### src/rtl/frm_timing_mon_if.sv
`default_nettype none
// ============================================================================
// frm_timing_mon_if : vsync/clear inputs and frame status outputs of the monitor
// Rev 1.0
// ============================================================================
interface frm_timing_mon_if #(
   parameter int CNT_W = 9,
   parameter int PER_W = 24
);
   logic             vsync;
   logic             cnt_clr;
   logic             frm_tick;
   logic [CNT_W-1:0] frm_cnt;
   logic [PER_W-1:0] frm_period;
   logic             frm_period_vld;
   logic             per_sat;
   logic             vs_lost;

   // Timing source / status consumer side
   modport master (
      output vsync,
      output cnt_clr,
      input  frm_tick,
      input  frm_cnt,
      input  frm_period,
      input  frm_period_vld,
      input  per_sat,
      input  vs_lost
   );

   // Monitor side
   modport slave (
      input  vsync,
      input  cnt_clr,
      output frm_tick,
      output frm_cnt,
      output frm_period,
      output frm_period_vld,
      output per_sat,
      output vs_lost
   );
endinterface
`default_nettype wire

### src/rtl/frm_timing_mon.sv
`default_nettype none
// ============================================================================
// frm_timing_mon : vsync resynchroniser, frame counter, period and loss monitor
// Rev 1.0
// ============================================================================
module frm_timing_mon #(
   parameter int CNT_W       = 9,
   parameter int CNT_MAX     = 511,
   parameter int VS_POL      = 1,
   parameter int SYNC_STAGES = 2,
   parameter int PER_W       = 24,
   parameter int TIMEOUT     = 2000000
) (
   input wire              disp_clk,
   input wire              disp_rst_n,
   frm_timing_mon_if.slave mon
);

   localparam logic             c_IDLE_LVL = (VS_POL == 0);
   localparam logic [CNT_W-1:0] c_CNT_MAX  = CNT_W'(CNT_MAX);
   localparam logic [CNT_W-1:0] c_CNT_ONE  = {{(CNT_W-1){1'b0}}, 1'b1};
   localparam logic [PER_W-1:0] c_PER_MAX  = {PER_W{1'b1}};
   localparam logic [PER_W:0]   c_PER_ONE  = {{PER_W{1'b0}}, 1'b1};
   localparam logic [PER_W:0]   c_TIMEOUT  = (PER_W+1)'(TIMEOUT);

   logic [SYNC_STAGES-1:0] sync_q;
   logic                   s_prev_q;
   logic                   s_last;
   logic                   vs_edge;

   logic                   frm_tick_q,       frm_tick_d;
   logic [CNT_W-1:0]       frm_cnt_q,        frm_cnt_d;
   logic [PER_W-1:0]       frm_period_q,     frm_period_d;
   logic                   frm_period_vld_q, frm_period_vld_d;
   logic                   per_sat_q,        per_sat_d;
   logic                   vs_lost_q,        vs_lost_d;
   logic [PER_W-1:0]       per_cnt_q,        per_cnt_d;
   logic                   ref_ok_q,         ref_ok_d;

   logic [PER_W:0]         per_inc;
   logic                   per_full;

   // Synchroniser chain plus history flop; reset parks them at the idle level
   // so a released reset never fakes an edge unless vsync is already active.
   always_ff @(posedge disp_clk) begin
      if (!disp_rst_n) begin
         sync_q   <= {SYNC_STAGES{c_IDLE_LVL}};
         s_prev_q <= c_IDLE_LVL;
      end else begin
         sync_q   <= {sync_q[SYNC_STAGES-2:0], mon.vsync};
         s_prev_q <= s_last;
      end
   end

   assign s_last  = sync_q[SYNC_STAGES-1];
   assign vs_edge = (VS_POL != 0) ? (s_last & ~s_prev_q) : (~s_last & s_prev_q);

   assign per_inc  = {1'b0, per_cnt_q} + c_PER_ONE;
   assign per_full = &per_cnt_q;

   always_comb begin
      frm_tick_d       = 1'b0;
      frm_period_vld_d = 1'b0;
      frm_cnt_d        = frm_cnt_q;
      frm_period_d     = frm_period_q;
      per_sat_d        = per_sat_q;
      vs_lost_d        = vs_lost_q;
      per_cnt_d        = per_cnt_q;
      ref_ok_d         = ref_ok_q;

      if (mon.cnt_clr) begin
         frm_cnt_d = '0;
         per_cnt_d = '0;
         ref_ok_d  = 1'b0;
         vs_lost_d = 1'b0;
         per_sat_d = 1'b0;
      end else if (vs_edge) begin
         frm_tick_d = 1'b1;
         frm_cnt_d  = (frm_cnt_q == c_CNT_MAX) ? '0 : frm_cnt_q + c_CNT_ONE;
         // The edge closes the current gap, which is per_cnt idle cycles plus this one.
         if (ref_ok_q) begin
            frm_period_d     = per_full ? c_PER_MAX : per_inc[PER_W-1:0];
            frm_period_vld_d = 1'b1;
            per_sat_d        = per_sat_q | per_full;
         end
         ref_ok_d  = 1'b1;
         per_cnt_d = '0;
         vs_lost_d = 1'b0;
      end else begin
         per_cnt_d = per_full ? per_cnt_q : per_inc[PER_W-1:0];
         if (per_inc == c_TIMEOUT) begin
            vs_lost_d = 1'b1;
         end
      end
   end

   always_ff @(posedge disp_clk) begin
      if (!disp_rst_n) begin
         frm_tick_q       <= 1'b0;
         frm_cnt_q        <= '0;
         frm_period_q     <= '0;
         frm_period_vld_q <= 1'b0;
         per_sat_q        <= 1'b0;
         vs_lost_q        <= 1'b0;
         per_cnt_q        <= '0;
         ref_ok_q         <= 1'b0;
      end else begin
         frm_tick_q       <= frm_tick_d;
         frm_cnt_q        <= frm_cnt_d;
         frm_period_q     <= frm_period_d;
         frm_period_vld_q <= frm_period_vld_d;
         per_sat_q        <= per_sat_d;
         vs_lost_q        <= vs_lost_d;
         per_cnt_q        <= per_cnt_d;
         ref_ok_q         <= ref_ok_d;
      end
   end

   assign mon.frm_tick       = frm_tick_q;
   assign mon.frm_cnt        = frm_cnt_q;
   assign mon.frm_period     = frm_period_q;
   assign mon.frm_period_vld = frm_period_vld_q;
   assign mon.per_sat        = per_sat_q;
   assign mon.vs_lost        = vs_lost_q;

endmodule
`default_nettype wire

### src/flat_wrapper.sv
// flat-port wrapper written by rule: the top's interface ports become plain ports
module frm_timing_mon_flat 
#(
   parameter int CNT_W       = 9,
   parameter int CNT_MAX     = 511,
   parameter int VS_POL      = 1,
   parameter int SYNC_STAGES = 2,
   parameter int PER_W       = 24,
   parameter int TIMEOUT     = 2000000
)
  (disp_clk, disp_rst_n, mon_vsync, mon_cnt_clr, mon_frm_tick, mon_frm_cnt, mon_frm_period, mon_frm_period_vld, mon_per_sat, mon_vs_lost);
  frm_timing_mon_if #(.CNT_W(CNT_W), .PER_W(PER_W)) mon_i ();
  input wire disp_clk;
  input wire disp_rst_n;
  input wire logic [$bits(mon_i.vsync)-1:0] mon_vsync;
  input wire logic [$bits(mon_i.cnt_clr)-1:0] mon_cnt_clr;
  output wire logic [$bits(mon_i.frm_tick)-1:0] mon_frm_tick;
  output wire logic [$bits(mon_i.frm_cnt)-1:0] mon_frm_cnt;
  output wire logic [$bits(mon_i.frm_period)-1:0] mon_frm_period;
  output wire logic [$bits(mon_i.frm_period_vld)-1:0] mon_frm_period_vld;
  output wire logic [$bits(mon_i.per_sat)-1:0] mon_per_sat;
  output wire logic [$bits(mon_i.vs_lost)-1:0] mon_vs_lost;
  assign mon_i.vsync = mon_vsync;
  assign mon_i.cnt_clr = mon_cnt_clr;
  assign mon_frm_tick = mon_i.frm_tick;
  assign mon_frm_cnt = mon_i.frm_cnt;
  assign mon_frm_period = mon_i.frm_period;
  assign mon_frm_period_vld = mon_i.frm_period_vld;
  assign mon_per_sat = mon_i.per_sat;
  assign mon_vs_lost = mon_i.vs_lost;
  frm_timing_mon #(.CNT_W(CNT_W), .CNT_MAX(CNT_MAX), .VS_POL(VS_POL), .SYNC_STAGES(SYNC_STAGES), .PER_W(PER_W), .TIMEOUT(TIMEOUT)) u_core (.disp_clk(disp_clk), .disp_rst_n(disp_rst_n), .mon(mon_i));
endmodule
### config.mk
export PLATFORM = sky130hd
export DESIGN_NAME = frm_timing_mon_flat
export DESIGN_NICKNAME = d
export VERILOG_FILES = /design/src/rtl/frm_timing_mon_if.sv /design/src/rtl/frm_timing_mon.sv /design/src/flat_wrapper.sv
export SDC_FILE = /design/constraint.sdc
export NUM_CORES = 1
export LEC_CHECK = 0
export CAP_MARGIN = 30
export CORE_ASPECT_RATIO = 0.9
export CORE_MARGIN = 2
export CORE_UTILIZATION = 30
export CTS_CLUSTER_DIAMETER = 120
export CTS_CLUSTER_SIZE = 10
export DETAILED_ROUTE_END_ITERATION = 16
export GPL_TIMING_DRIVEN = 0
export MAX_ROUTING_LAYER = met4
export PLACE_DENSITY = 0.46
export SLEW_MARGIN = 40
export SYNTH_ARGS = -nofsm -noshare
export SYNTH_HDL_FRONTEND = slang
export SYNTH_SLANG_ARGS = --single-unit
### constraint.sdc
create_clock -name disp_clk -period 4.3 [get_ports disp_clk]
set_input_delay 0.86 -clock disp_clk [delete_from_list [all_inputs] [get_ports disp_clk]]
set_output_delay 0.86 -clock disp_clk [all_outputs]
set_load 0.005 [all_outputs]
* Word-level counts from Yosys, hierarchy flattened
Cells that the tools add are included.
Cells by class: add/sub/neg operators 2, equality and inequality tests 2, bitwise operators 6, reduce and logical (&&, ||, !) cells 6, mux-type cells 4
Operator list (count):
- 24-bit by 1-bit adder with 25-bit output, second input constant | 1
- 25-bit by 21-bit equality test with 1-bit output, second input constant | 1
- 24-bit 2-to-1 mux | 1
- 24-bit AND reduction | 1
- 9-bit by 1-bit adder with 9-bit output, second input constant | 1
- 9-bit equality test, second input constant | 1
- 9-bit 2-to-1 mux | 1
- 3-bit OR reduction | 2
- 1-bit NOT | 4
- 3-bit AND reduction | 1
- 1-bit 2-to-1 mux | 2
- 2-bit AND reduction | 1
- 2-bit OR reduction | 1
- 1-bit AND | 1
- 1-bit bitwise OR | 1
Word-level totals: flip-flop bits (word level) 65, word-level logic and storage cells 30

* Logic depth before layout (Yosys ltp)
depth after elaboration 4, mapped depth 8, depth with buffers taken out 7

* Worst setup path after synthesis
Ideal clock, no wire load.
path kind in2reg, start input mon_cnt_clr, end register u_core.vs_lost_q, in the netlist u_core.mon.vs_lost, setup slack 1775 ps, path buffers 0, required time 4231 ps, stages 6, arrival time 2456 ps, cell sequence nand2b_1 -> or4_1 -> or4_1 -> a2111oi_2 -> nand4_1 -> o21ai_1
On the way: word-level cells in the longest chain between the ends 1
RTL lines:
- start, declared | RTL line flat_wrapper.sv:16 | input wire logic [$bits(mon_i.cnt_clr)-1:0] mon_cnt_clr;
- 3-bit OR reduction (no source line)
- end signal, assigned | RTL line frm_timing_mon.sv:113 | vs_lost_q <= vs_lost_d;
- end, declared | RTL line frm_timing_mon.sv:36 | logic vs_lost_q, vs_lost_d;
Every way passes these cells. A chain may end at the register's enable or synchronous reset.

* Worst setup path after layout
start input disp_rst_n, end register u_core.vs_lost_q, in the netlist u_core.mon.vs_lost
On the way: word-level cells in the longest chain between the ends 2
RTL lines:
- start, declared | RTL line flat_wrapper.sv:14 | input wire disp_rst_n;
- 1-bit NOT (no source line)
- 3-bit OR reduction (no source line)
Every way passes these cells.

==> flow_summary.ini <==
[status]
status = finished clean

[synth]
async_flop_share_pct = 0
postSynthAreaPerCell_um2 = 8.542
synth-simple-area-share_pct = 27.19
synth_adder_area_share_pct = 1.718
synth_top_family_by_area = simple AND/OR/NAND/NOR gates
synth_edf_count = 0
synth_mux_area_share_pct = 0.3436
yosysWarnings = 0
synth_nets = 349
yosysSeqAreaShare_pct = 44.67
synth_top_flop_cell = dfxtp_1
synth_xor_area_share_pct = 7.818
yosysUniqueCellTypes = 49
syn_inst = 341
ys_ff_latch = 65
synth_compound_area_share_pct = 14.00
synth_area_um2 = 2913

[global_routing]
grt_max_degree = 13
grt_pass1_wl_um = 12490
antenna_found_initial = 0
grt_pass1_vias = 2433
grt-ovfl-total = 0
track_usage_pct = 15.64

[route]
drc_errors = 0
via_count = 2505
first_iter_violations = 66
viasPerCell = 4.790
wl_per_cell_um = 13.99
wl_um = 7316
ant_nets = 0
drtPass1Iterations = 4

[critical_path]
path_delay_family = simple AND/OR/NAND/NOR gates
cp_common_cell = or4_1
slowest_stage = clkdlybuf4s50_1
worstPathMaxFanout = 6
start_kind = input port
crit_chain = clkdlybuf4s50_1, nand2b_1, or4_1, or4_1, a2111oi_2, nand4_1, o21ai_1
cp_data_arrival_time_ps = 3330
worstPathBufferInverterCount = 1
crit_required_ps = 4580
endpoint_kind = flip-flop
worst-setup-path-type = in -> reg
critPathMaxStageDelay_ps = 590

[sta]
finalSetupViolCount = 0
setup_tns_ps = 0
skew_ps = 8.184
hold_viol = 0
min_period_ps = 3053
rsz0062_at_grt = no
fmax_mhz = 327.5
max_slew.worst_pin.slew_ps = 782.6
slew_viol_final = 0
slew_headroom_pct = 47.40
fin_crit_sh_pct = 71.01

[clock_tree]
clk_pin_slew_worst_paths_ps = 80
cts_max_level = 3
cts-hold-fix-buffers = 0
cts_buffer_depth = 2
post_cts_buffers = 0
clock_latency_ps = 350
cts_tree = done
clock-root-buffer = clkbuf_8
cts_resized = 0
cts_buffers = 9
cts_num_sinks = 65

[final_layout]
multiInputGateArea_um2 = 1493
drive_above_1_share_pct = 9.068
final_common_cell = dfxtp_1
final_util_pct = 38.71
area.sequential_um2 = 1301
final_cell_mix = dfxtp_1, nor2_1, clkdlybuf4s50_1
fin_cells = 523
area_growth_pct = 27.19
nets = 400
num_antenna_cells = 0
fill_cells = 1026

[floorplanning]
die-area_um2 = 10510
start_util_pct = 30.43
rows = 34
chipWidth_um = 107.9
coreArea_um2 = 9572
die_h_um = 97.48
io_pins = 41

[pwr]
ir_worst_vdd_mv = 0.1164
leakage_nw = 1.278
power.density_nw_per_um2 = 332.8
total_power_mw = 1.233

[placed_design]
finalWeightedCongestion = 0.7783
place_hpwl_um = 5320
dp.cells = 507
port_buffers = 40

[worst_hold_path]
min_path_type = reg -> reg

[flow_run]
max_cap_viol_count = 0
## area by class of cell
| type | instances | area share, % |
|---|---|---|
| clock buffer | 10 | 3.715 |
| tap | 126 | 4.255 |
| multi-input combinational | 249 | 40.29 |
| sequential | 65 | 35.12 |
| clock inverter | 6 | 2.465 |
| inverter | 6 | 0.6079 |
| timing repair buffer | 40 | 10.81 |
| buffer | 21 | 2.736 |
## logic make-up (layout without fill, tap and decap cells)
group	after synthesis	in the layout
adder cells (fa/ha/maj)	4	4
XOR/XNOR	26	26
AND/OR/NAND/NOR	154	154
buffers and inverters	27	83
AO/OA/AOI/OAI	64	64
flip-flops	65	65
multiplexers	1	1
## state kept, by name (all words and copies together) (netlist names)
name	count
u_core.mon.frm_period	24
u_core.per_cnt_q	24
u_core.mon.frm_cnt	9
u_core.sync_q	2
u_core.mon.frm_period_vld	1
u_core.mon.frm_tick	1
u_core.mon.per_sat	1
u_core.mon.vs_lost	1
u_core.ref_ok_q	1
u_core.s_prev_q	1
## cells in the mapped netlist (3+ instances only)
library cell / instances / area, µm²
o21ai_0: 4 / 20.02
nand2b_1: 3 / 18.77
a21oi_1: 30 / 150.1
nand3_1: 11 / 55.05
ha_1: 4 / 50.05
xnor2_1: 10 / 87.58
a211oi_1: 16 / 120.1
buf_2: 6 / 30.03
or3_1: 3 / 18.77
and2_1: 5 / 31.28
nor4_1: 3 / 18.77
nor2b_1: 3 / 18.77
dfxtp_1: 65 / 1301
inv_1: 6 / 22.52
nand2_1: 25 / 93.84
clkbuf_1: 12 / 45.04
nand4_1: 14 / 87.58
xor2_1: 16 / 140.1
nor2_1: 61 / 229.0
nor3_1: 6 / 30.03
## through the flow
step | worst slack, ps | hold WS (ps) | area [µm²]
6_report | 1247 | 439.1 | 3705
3_5_place_dp | 859.7 | 426.5 | 3471
3_3_place_gp | 872.4 | 413.5 | 3471
5_1_grt | 1088 | 493.6 | 3705
2_1_floorplan | 1775 | 411.9 | 2913
4_1_cts | 1217 | 445.9 | 3700
## final timing paths
| kind | startpoint | end | slack, ps | cells past startpoint |
|---|---|---|---|---|
| max | disp_rst_n | u_core.mon.vs_lost | 1250 | 7 |
| min | u_core.sync_q[0] | u_core.sync_q[1] | 440 | 1 |
| max reg2reg | u_core.per_cnt_q[0] | u_core.mon.frm_period[15] | 1550 | 8 |
| min reg2reg | u_core.sync_q[0] | u_core.sync_q[1] | 440 | 1 |
## per-layer routing
| layer | track usage (%) | wire length (µm) | vias to the layer above |
|---|---|---|---|
| met5 | - | 0 | - |
| met4 | 4.142 | 78 | 0 |
| met3 | 4.292 | 231 | 6 |
| met2 | 22.06 | 3121 | 39 |
| met1 | 21.93 | 3885 | 1156 |
| li1 | - | - | 1304 |
## where the power goes
part           internal, mW  leakage, nW  switching (mW)
registers             0.605        0.524         0.00350
logic                0.0104        0.649          0.0177
clock network         0.343        0.105           0.254
Note: power is estimated with default switching activity, not from simulation.
